==> src/rtl/pool_unit.sv <==
// Per-lane pooling datapath: gathers a 2x2 or 3x3 window of signed elements
// and reduces it to the maximum or the truncated-toward-zero average.
//
// state   | meaning
// --------+-----------------------------------------------------------
// S_IDLE  | waiting for start; strobes here are dropped and flagged
// S_ACCUM | collecting window elements, running sum and running max
// S_DIV   | avg9 only: bit-serial restoring divide of |sum| by 9
// S_HOLD  | result valid, waiting for out_pipe_en to pop it
module pool_unit #(
  parameter int DATA_W = 16,
  parameter int ACC_W  = DATA_W + 4
) (
  input  logic              clk,
  input  logic              rst,
  input  logic              start,
  input  logic              max_avg,
  input  logic              win9,
  input  logic              in_pipe_en,
  input  logic [DATA_W-1:0] data_in,
  input  logic              out_pipe_en,
  output logic [DATA_W-1:0] result,
  output logic              res_valid,
  output logic              busy,
  output logic              drop_err
);

  localparam int CNT_W = $clog2(ACC_W + 1);

  localparam logic [1:0] S_IDLE  = 2'd0;
  localparam logic [1:0] S_ACCUM = 2'd1;
  localparam logic [1:0] S_DIV   = 2'd2;
  localparam logic [1:0] S_HOLD  = 2'd3;

  logic [1:0]               state;
  logic                     mode_max;
  logic                     mode_9;
  logic [3:0]               cnt;
  logic signed [ACC_W-1:0]  acc;
  logic signed [DATA_W-1:0] run_max;
  logic [ACC_W-1:0]         div_sh;
  logic [3:0]               div_rem;
  logic [CNT_W-1:0]         div_cnt;
  logic                     div_neg;

  logic signed [ACC_W-1:0]  data_ext;
  logic signed [ACC_W-1:0]  acc_nxt;
  logic signed [DATA_W-1:0] data_s;
  logic signed [DATA_W-1:0] max_nxt;
  logic                     last_elem;
  logic [ACC_W-1:0]         acc_abs;
  logic [DATA_W-1:0]        avg4_mag;
  logic [DATA_W-1:0]        avg4_val;
  logic [4:0]               rem_sh;
  logic [4:0]               rem_diff;
  logic                     q_bit;
  logic [3:0]               rem_nxt;
  logic [ACC_W-1:0]         sh_nxt;
  logic [DATA_W-1:0]        q_low;
  logic [DATA_W-1:0]        div_res;

  // Window arithmetic: next sum, next max, window-complete detect and avg4.
  always_comb begin
    data_s    = data_in;
    data_ext  = {{(ACC_W-DATA_W){data_in[DATA_W-1]}}, data_in};
    acc_nxt   = acc + data_ext;
    max_nxt   = (data_s > run_max) ? data_s : run_max;
    last_elem = (cnt == (mode_9 ? 4'd8 : 4'd3));
    acc_abs   = acc_nxt[ACC_W-1] ? -acc_nxt : acc_nxt;
    avg4_mag  = acc_abs[DATA_W+1:2];
    avg4_val  = acc_nxt[ACC_W-1] ? -avg4_mag : avg4_mag;
  end

  // One restoring-divide step by 9; the quotient bit shifts into div_sh's LSB
  // so after ACC_W steps div_sh holds the full quotient.
  always_comb begin
    rem_sh   = {div_rem, div_sh[ACC_W-1]};
    rem_diff = rem_sh - 5'd9;
    q_bit    = (rem_sh >= 5'd9);
    rem_nxt  = q_bit ? rem_diff[3:0] : rem_sh[3:0];
    sh_nxt   = {div_sh[ACC_W-2:0], q_bit};
    q_low    = sh_nxt[DATA_W-1:0];
    div_res  = div_neg ? -q_low : q_low;
  end

  assign res_valid = (state == S_HOLD);
  assign busy      = (state != S_IDLE);

  // Control FSM and datapath registers; start aborts from any state.
  always_ff @(posedge clk) begin
    if (rst) begin
      state    <= S_IDLE;
      mode_max <= 1'b0;
      mode_9   <= 1'b0;
      cnt      <= '0;
      acc      <= '0;
      run_max  <= '0;
      div_sh   <= '0;
      div_rem  <= '0;
      div_cnt  <= '0;
      div_neg  <= 1'b0;
      result   <= '0;
      drop_err <= 1'b0;
    end else begin
      if (in_pipe_en && !start && state != S_ACCUM)
        drop_err <= 1'b1;
      if (start) begin
        state    <= S_ACCUM;
        mode_max <= max_avg;
        mode_9   <= win9;
        cnt      <= '0;
        acc      <= '0;
        run_max  <= {1'b1, {(DATA_W-1){1'b0}}};
        drop_err <= 1'b0;
      end else begin
        case (state)
          S_ACCUM: begin
            if (in_pipe_en) begin
              acc     <= acc_nxt;
              run_max <= max_nxt;
              cnt     <= cnt + 4'd1;
              if (last_elem) begin
                if (mode_max) begin
                  result <= max_nxt;
                  state  <= S_HOLD;
                end else if (!mode_9) begin
                  result <= avg4_val;
                  state  <= S_HOLD;
                end else begin
                  div_sh  <= acc_abs;
                  div_rem <= '0;
                  div_cnt <= CNT_W'(ACC_W - 1);
                  div_neg <= acc_nxt[ACC_W-1];
                  state   <= S_DIV;
                end
              end
            end
          end
          S_DIV: begin
            div_sh  <= sh_nxt;
            div_rem <= rem_nxt;
            div_cnt <= div_cnt - 1'b1;
            if (div_cnt == '0) begin
              result <= div_res;
              state  <= S_HOLD;
            end
          end
          S_HOLD: begin
            if (out_pipe_en)
              state <= S_IDLE;
          end
          default: state <= S_IDLE;
        endcase
      end
    end
  end

endmodule

==> config.mk <==
export PLATFORM = sky130hd
export DESIGN_NAME = pool_unit
export DESIGN_NICKNAME = d
export VERILOG_FILES = /design/src/rtl/pool_unit.sv
export SDC_FILE = /design/constraint.sdc
export NUM_CORES = 1
export LEC_CHECK = 0
export CAP_MARGIN = 20
export CORE_ASPECT_RATIO = 2
export CORE_MARGIN = 2
export CORE_UTILIZATION = 57
export CTS_BUF_LIST = sky130_fd_sc_hd__clkbuf_4
export DETAILED_ROUTE_END_ITERATION = 8
export PLACE_DENSITY = 0.8
export SYNTH_ARGS = -nofsm -noshare
export SYNTH_HDL_FRONTEND = slang
export SYNTH_SLANG_ARGS = --single-unit
==> constraint.sdc <==
create_clock -name clk -period 4.33 [get_ports clk]
set_input_delay 0.866 -clock clk [delete_from_list [all_inputs] [get_ports clk]]
set_output_delay 0.866 -clock clk [all_outputs]
set_load 0.005 [all_outputs]
After elaboration in Yosys (flattened, before gate mapping) --
Index checks and enable logic that the tools add are counted.
Cells by class: add/sub/neg operators 7, magnitude comparators 2, equality and inequality tests 16, multiplexer cells 38, bitwise logic cells 2, reduce and logical (&&, ||, !) cells 16
Operators with widths (number):
- two-way mux 16 bit | 11
- two-way mux 20 bit | 5
- one-hot mux 20 bit (2 select lines) | 1
- negation 16 bit | 2
- one-hot mux 16 bit (2 select lines) | 1
- two-way mux 4 bit | 6
- adder 20 x 16 -> 20 bit | 1
- two-way mux 5 bit | 4
- negation 20 bit | 1
- AND reduction 6 bit | 3
- > comparator 16 bit | 1
- inequality test 3 bit (second input constant) | 5
- inequality test 2 bit (second input constant) | 6
- one-hot mux 5 bit (2 select lines) | 1
- two-way mux 2 bit | 4
- one-hot mux 4 bit (2 select lines) | 1
- AND reduction 4 bit | 2
- nonzero test 2 bit | 4
- one-hot mux 2 bit (3 select lines) | 1
- >= comparator 5 x 4 -> 1 bit (second input constant) | 1
- zero test 5 bit | 1
- subtractor 5 x 1 -> 5 bit (second input constant) | 1
- adder 4 x 1 -> 4 bit (second input constant) | 1
- equality test 2 bit (second input constant) | 2
- 10 further kinds | 15
Word-level totals: bits in registers 91, input bits 23, output and inout port bits 19, word-level logic and storage cells 95

Longest topological paths before layout --
Gate-level depths: netlist (run 1).
depth in word-level cells 10, mapped depth 19, gate-level depth less buffers 16

Least setup slack after synthesis (run 1) --
Ideal clock, no wire load.
kind input to register, start point in data_in[4], end point reg result[8], library setup time 132 ps, data arrival time 4193 ps, data required time 4198 ps, path slack 5 ps, stages on the path 18, buffers on the path 3, path through ha_1 > buf_2 > o211ai_1 > o21ai_2 > nand4_2 > a21o_1 > a211oi_2 > buf_2 > buf_2 > a21oi_1 > xnor2_1 > ha_1 > nand4b_1 > a22oi_2 > a21oi_1 > xor2_1 > o311ai_1 > a21oi_1
Between the ends: cells in the longest elaborated chain, start to end 10, elaborated cells between the ends (all ways) 12, classes of those cells 3 x add/sub; 1 x order compare; 8 x mux
RTL lines:
- from (decl) | RTL line 20 | input logic [DATA_W-1:0] data_in,
- adder 20 x 16 -> 20 bit | RTL line 66 | acc_nxt = acc + data_ext;
- negation 20 bit | RTL line 69 | acc_abs = acc_nxt[ACC_W-1] ? -acc_nxt : acc_nxt;
- two-way mux 20 bit | RTL line 69
- negation 16 bit | RTL line 71 | avg4_val = acc_nxt[ACC_W-1] ? -avg4_mag : avg4_mag;
- two-way mux 16 bit | RTL line 71
- two-way mux 16 bit | RTL line 126 | end else if (!mode_9) begin
- two-way mux 16 bit (*) | RTL line 123 | if (mode_max) begin
- two-way mux 16 bit (*) | RTL line 122 | if (last_elem) begin
- two-way mux 16 bit (*) | RTL line 118 | if (in_pipe_en) begin
- one-hot mux 16 bit (2 select lines) (*) | RTL line 116 | case (state)
- to (signal assigned) | RTL line 124 | result <= max_nxt;
- to (signal assigned) | RTL line 127 | result <= avg4_val;
- to (signal assigned) | RTL line 144 | result <= div_res;
- to (decl) | RTL line 22 | output logic [DATA_W-1:0] result,
Every way passes the cells marked *; elsewhere a longest branch is shown, timed or not. The select of a mux whose other input is x is not followed. A chain may end at the register's enable or synchronous reset.

Worst setup path in the final report (run 1) --
start point in data_in[1], end point reg result[14]
Same word-level chain as after synthesis.

==> results.tsv, run 1 <==
metric	value	unit
status	completed	
antenna_found_initial	1	
numCtsBuffers	9	
drc	0	
finalMaxSlewViolations	0	
layout_setup_ws	165	ps
layout_min_cycle_time	4170	ps
postCtsHoldBufs	0	
hold_ws	467	ps
portBuffers	41	
whs_path_depth	2	
multi_input_area	5090	sq um
grt_max_degree	53	
pre_cts_ws	-523	ps
avgSynthCellArea	7.61	sq um
synth_cell_types	83	
path_clk_slew	170	ps
num_vias	7851	
rrSetupSlack	660	ps
skew	17.1	ps
dr.pass1.iters	6	
final_area	8920	sq um
critPathLaunchType	input pin	
register_area	1820	sq um
grt_setup_unrepaired	true	
synth_nets	1012	
cp.arrival	4590	ps
end_kind	register	
htree_levels	3	
layout-drive-gt1-share	0.200	
fp.dieArea	13500	sq um
grt_pass1_vias	7748	
clockBufferDepth	2	
synth_ff_type	dfxtp_1	
ant_nets	0	
grt_pass1_wl	36500	um
cts_tree	yes	
tightest_slew	935	ps
reg2reg_from	div_rem[0]$_SDFFE_PP0P_	
place.detailed.hpwl	17200	um
coreArea	12400	sq um
hold_start	run_max[10]$_SDFFE_PP0P_	
synth_edf_count	0	
leakage	3.57	nW
place_area	8670	sq um
nFillCells	996	
syn_area	7160	sq um
rr_endpoint	result[14]$_SDFFE_PP0P_	
std_cell_rows	58	
min_path_type	reg2reg	
critPathKind	in2reg	
grt_overflow	0	
hold_end	run_max[10]$_SDFFE_PP0P_	
gp_congestion	0.950	
yosys_warnings	0	
power_density	241	nW/um^2
die_height	163	um
cp_max_fo	5	
worstRegToRegCells	15	
period_share	0.962	
async_reset_ff_frac	0	
routedWlPerCell	18.1	um
max_freq	240	MHz
drtIter0Drc	572	
finalHoldViolations	0	
ys_ff_latch	91	
relSlewSlack	0.376	
via_per_inst	6.29	
cts-root-buf	clkbuf_4	
nNetsFinal	1163	
seq_area_frac_synth	0.254	
syn_inst	941	
peakVddDrop	0.000226	V
start_util	0.577	
maxCapViolations	0	
io_pins	42	
clock_sinks	91	
clkLatencyLatePin	490	ps
wl	22500	um
worst_ep_required_time	4750	ps
area_growth	24.6	%
grt_use_total	0.334	
die_x	83.3	um
setup_viol	0	
## cells by family (layout without fill, tap and decap cells)
logic type,Yosys count,after routing,synth area share
AOI/OAI and AO/OA,280,280,0.268
xor gates and xnor gates,63,63,0.0839
adders and majority gates,48,48,0.0849
buffers and inverters,91,247,0.0503
DFF,91,91,0.254
muxes,24,24,0.0335
other,0,1,0
and+or+nand+nor,344,344,0.225
## critical path: stages
cell and delay (ps):
clkdlybuf4s50_1 450, ha_1 350, a211oi_4 350, o21ai_2 130
nand4_2 160, a211oi_2 120, a211oi_4 330, a21oi_1 120
xnor2_2 200, ha_1 250, o2111ai_2 170, a22oi_2 220
buf_4 170, a41oi_1 160, or3_1 390, a31oi_1 160
## state kept, by name (all words and copies together), names as in the netlist
name      cells
acc          20
div_sh       20
result       16
run_max      16
div_cnt       5
cnt           4
div_rem       4
state         2
div_neg       1
drop_err      1
mode_9        1
mode_max      1
## per-layer routing
layer,wire length (um),track usage,share of wire
met5,0,0,0
met4,1710,0.238,0.076
met3,1430,0.0400,0.063
met2,11300,0.602,0.50
met1,8060,0.354,0.36
## power breakdown
part / internal (W) / leakage, nW / switching [W] / total (W)
logic: 0.000347 / 2.76 / 0.000427 / 0.000773
registers: 0.000872 / 0.738 / 0.0000337 / 0.000906
clock network: 0.000127 / 0.0658 / 0.000342 / 0.000468
total: 0.00135 / 3.57 / 0.000802 / 0.00215
## through the flow
step                      power (W)  TNS (ps)   util  cells
after floorplan             0.00135         0      -    941
final                       0.00215         0  0.719   1248
after global placement      0.00164     -3730  0.698   1228
after CTS                   0.00213         0  0.709   1245
after detailed placement    0.00167     -5480  0.698   1228
after global routing        0.00225     -46.8  0.719   1248
## area by class of cell
cell class | instances | area share
multi-input combinational | 759 | 0.571
sequential | 91 | 0.204
timing repair buffer | 191 | 0.173
tap | 150 | 0.0210
inverter | 40 | 0.0168
clock buffer | 9 | 0.00757
clock inverter | 7 | 0.00617
antenna | 1 | 0.000280
## worst max-delay path by stage
| stage | startpoint | endpoint | slack, ps | cells past startpoint |
|---|---|---|---|---|
| after floorplan | data_in[4] | result[8]$_SDFFE_PP0P_ | 5 | 18 |
| after global placement | data_in[15] | result[8]$_SDFFE_PP0P_ | -460 | 15 |
| after detailed placement | data_in[15] | result[14]$_SDFFE_PP0P_ | -520 | 14 |
| after CTS | data_in[0] | result[14]$_SDFFE_PP0P_ | 10 | 15 |
| after global routing | data_in[1] | result[14]$_SDFFE_PP0P_ | -40 | 16 |
| final | data_in[1] | result[14]$_SDFFE_PP0P_ | 160 | 16 |
## cells in the mapped netlist, types with 11 or more instances
| master | instances | share of area |
|---|---|---|
| a211oi_1 | 19 | 0.020 |
| a21o_1 | 11 | 0.012 |
| clkbuf_1 | 39 | 0.020 |
| dfxtp_1 | 91 | 0.25 |
| nand3_1 | 16 | 0.011 |
| nand2b_1 | 12 | 0.010 |
| o211ai_1 | 19 | 0.020 |
| and2_1 | 14 | 0.012 |
| inv_1 | 39 | 0.020 |
| xor2_1 | 23 | 0.028 |
| xnor2_1 | 35 | 0.043 |
| a21oi_1 | 104 | 0.073 |
| nor3_1 | 15 | 0.010 |
| o21ai_0 | 36 | 0.025 |
| mux2i_1 | 24 | 0.034 |
| nand2_1 | 148 | 0.078 |
| nor2_1 | 82 | 0.043 |
| ha_1 | 47 | 0.082 |
## timing repair
item	CTS	global route
buffers inserted	1	2
pin swaps	1	6
setup endpoints to repair	1	13
gates cloned	0	0
gates resized for setup	0	19
## placed cells by master (no fill, tap or decap), types with 7 or more instances in the layout
cell,instances
buf_4,149
nand2_1,148
a21oi_1,102
dfxtp_1,91
nor2_1,82
ha_1,45
inv_1,39
clkdlybuf4s50_1,39
o21ai_0,36
xnor2_1,33
mux2i_1,24
xor2_1,21
o211ai_1,19
a211oi_1,19
nand3_1,16
nor3_1,15
and2_1,14
a21o_1,11
nand2b_1,11
nand4_1,9
nor4_1,9
clkbuf_4,9
a31oi_1,8
o21a_1,7
or3_1,7
Note: power is estimated with default switching activity, not from simulation.
==> inputs of run 2 (changes only) <==
Settings changed: PLACE_DENSITY 0.8 to 0.89.
==> run 2 against run 1 <==
Flip-flop and latch count is the same. Non-clock buffer count shrank 1. Combinational power shrank 0.8%. Die area is the same. Total power is essentially flat. First-iteration DRC count grew 30%. Sequential power is essentially flat. Setup slack lost 41 ps. Critical endpoint unchanged. Largest cell class unchanged.
==> results.tsv, run 2 (synthesis gave the netlist of run 1 again) <==
metric	value	unit	change
fin_cells	1247		was 1,248
cp.arrival	4650	ps	was 4590 ps
grt_use_total	0.331		was 0.334
drc	0		unchanged
cts_tree	yes		unchanged
grt_overflow	0		unchanged
htree_levels	3		unchanged
ant_nets	0		unchanged
maxCapViolations	0		unchanged
status	completed		unchanged
gp_congestion	0.993		was 0.950
finish.utilization	0.717		was 0.719
drtIter0Drc	741		was 572
layout-drive-gt1-share	0.198		was 0.200
grt_max_degree	53		unchanged
nNetsFinal	1162		was 1,163
placed_cells	1226		was 1,228
nFillCells	897		was 996
rrSetupSlack	610	ps	was 660 ps
fp.dieArea	13500	sq um	unchanged
period_share	0.971		was 0.962
critPathKind	in2reg		unchanged
max_freq	238	MHz	was 240 MHz
dr.pass1.iters	6		unchanged
coreArea	12400	sq um	unchanged
clock_sinks	91		unchanged
tightest_slew	977	ps	was 935 ps
cp_max_fo	4		was 5
mostFrequentLayoutCell	buf_4		unchanged
register_area	1820	sq um	unchanged
via_per_inst	6.37		was 6.29
wl	23000	um	was 22,500 um
routedWlPerCell	18.4	um	was 18.1 um
die_height	163	um	unchanged
final_cell_mix	149 x buf_4, 148 x nand2_1, 101 x a21oi_1, 91 x dfxtp_1, 82 x nor2_1		was 149 x buf_4, 148 x nand2_1, 102 x a21oi_1, 91 x dfxtp_1, 82 x nor2_1
worst_ep_required_time	4770	ps	was 4750 ps
setup_viol	0		unchanged
portBuffers	41		unchanged
numCtsBuffers	9		unchanged
largestRegisters	acc x20, div_sh x20		unchanged
leakage	3.52	nW	was 3.57 nW
relSlewSlack	0.349		was 0.376
peakVddDrop	0.000224	V	was 0.000226 V
finalHoldViolations	0		unchanged
std_cell_rows	58		unchanged
grt_pass1_vias	7669		was 7,748
finalMaxSlewViolations	0		unchanged
place.detailed.hpwl	17300	um	was 17,200 um
die_x	83.3	um	unchanged
area_growth	24.3	%	was 24.6%
clkLatencyLatePin	500	ps	was 490 ps
io_pins	42		unchanged
critPathLaunchType	input pin		unchanged
antenna_found_initial	1		unchanged
skew	23.5	ps	was 17.1 ps
end_kind	register		unchanged
min_path_type	reg2reg		unchanged
multi_input_area	5090	sq um	about the same
num_vias	7940		was 7,851
start_util	0.577		unchanged
clockBufferDepth	2		unchanged
path_clk_slew	180	ps	was 170 ps
power_density	241	nW/um^2	about the same
grt_pass1_wl	36300	um	was 36,500 um
layout_min_cycle_time	4210	ps	was 4170 ps
cts-root-buf	clkbuf_4		unchanged
## run 2: timing repair
action,CTS,global route
hold endpoints to repair,0,0
hold buffers,0,0
buffers inserted,0,4
gates resized for setup,0,16
setup endpoints to repair,0,5
## run 2: path summary, 6_finish.rpt
kind                              to               startpoint  cells past startpoint
max reg2reg  result[14]$_SDFFE_PP0P_      acc[2]$_SDFFE_PP0P_                     15
min          run_max[4]$_SDFFE_PP0P_  run_max[4]$_SDFFE_PP0P_                      2
min reg2reg  run_max[4]$_SDFFE_PP0P_  run_max[4]$_SDFFE_PP0P_                      2
max          result[14]$_SDFFE_PP0P_              data_in[14]                     15
## run 2: worst max-delay path, stage by stage
cell             delay (ps)
clkdlybuf4s50_1         450
ha_1                    340
nand4_1                 150
or3_1                   410
a21o_1                  220
a211oi_4                350
a21oi_1                 100
xnor2_1                 230
ha_2                    250
o2111ai_2               130
a22oi_2                 250
buf_4                   170
a41oi_1                 150
or3_1                   390
a31oi_1                 160
## run 2: routing by layer
metal / vias to the layer above / GRT usage / routed length, um
met3: 127 / 0.0416 / 1580
li1: 3670 / - / -
met1: 3717 / 0.368 / 8250
met4: 0 / 0.232 / 1730
met2: 426 / 0.580 / 11400
met5: - / 0 / 0
## run 2: final cells by class
class / instances / area share
multi-input combinational: 759 / 0.572
sequential: 91 / 0.205
timing repair buffer: 190 / 0.171
tap: 150 / 0.0211
inverter: 40 / 0.0169
clock buffer: 9 / 0.00759
clock inverter: 7 / 0.00647
antenna: 1 / 0.000281
## run 2: through the flow
step	cell area, sq um	hold WS, ps	TNS [ps]	worst slack (ps)	power [W]
after floorplan	7160	427	0	5.18	0.00135
after global placement	8640	436	-1550	-183	0.00163
after detailed placement	8640	443	-3070	-315	0.00166
after CTS	8760	462	0	155	0.00212
after global routing	8900	477	-39.6	-34.6	0.00224
final	8900	465	0	124	0.00215
## run 2: power breakdown
part	internal (W)	switching, W	leakage, nW
clock	0.000127	0.000348	0.0669
sequential	0.000872	0.0000339	0.738
combinational	0.000341	0.000426	2.72
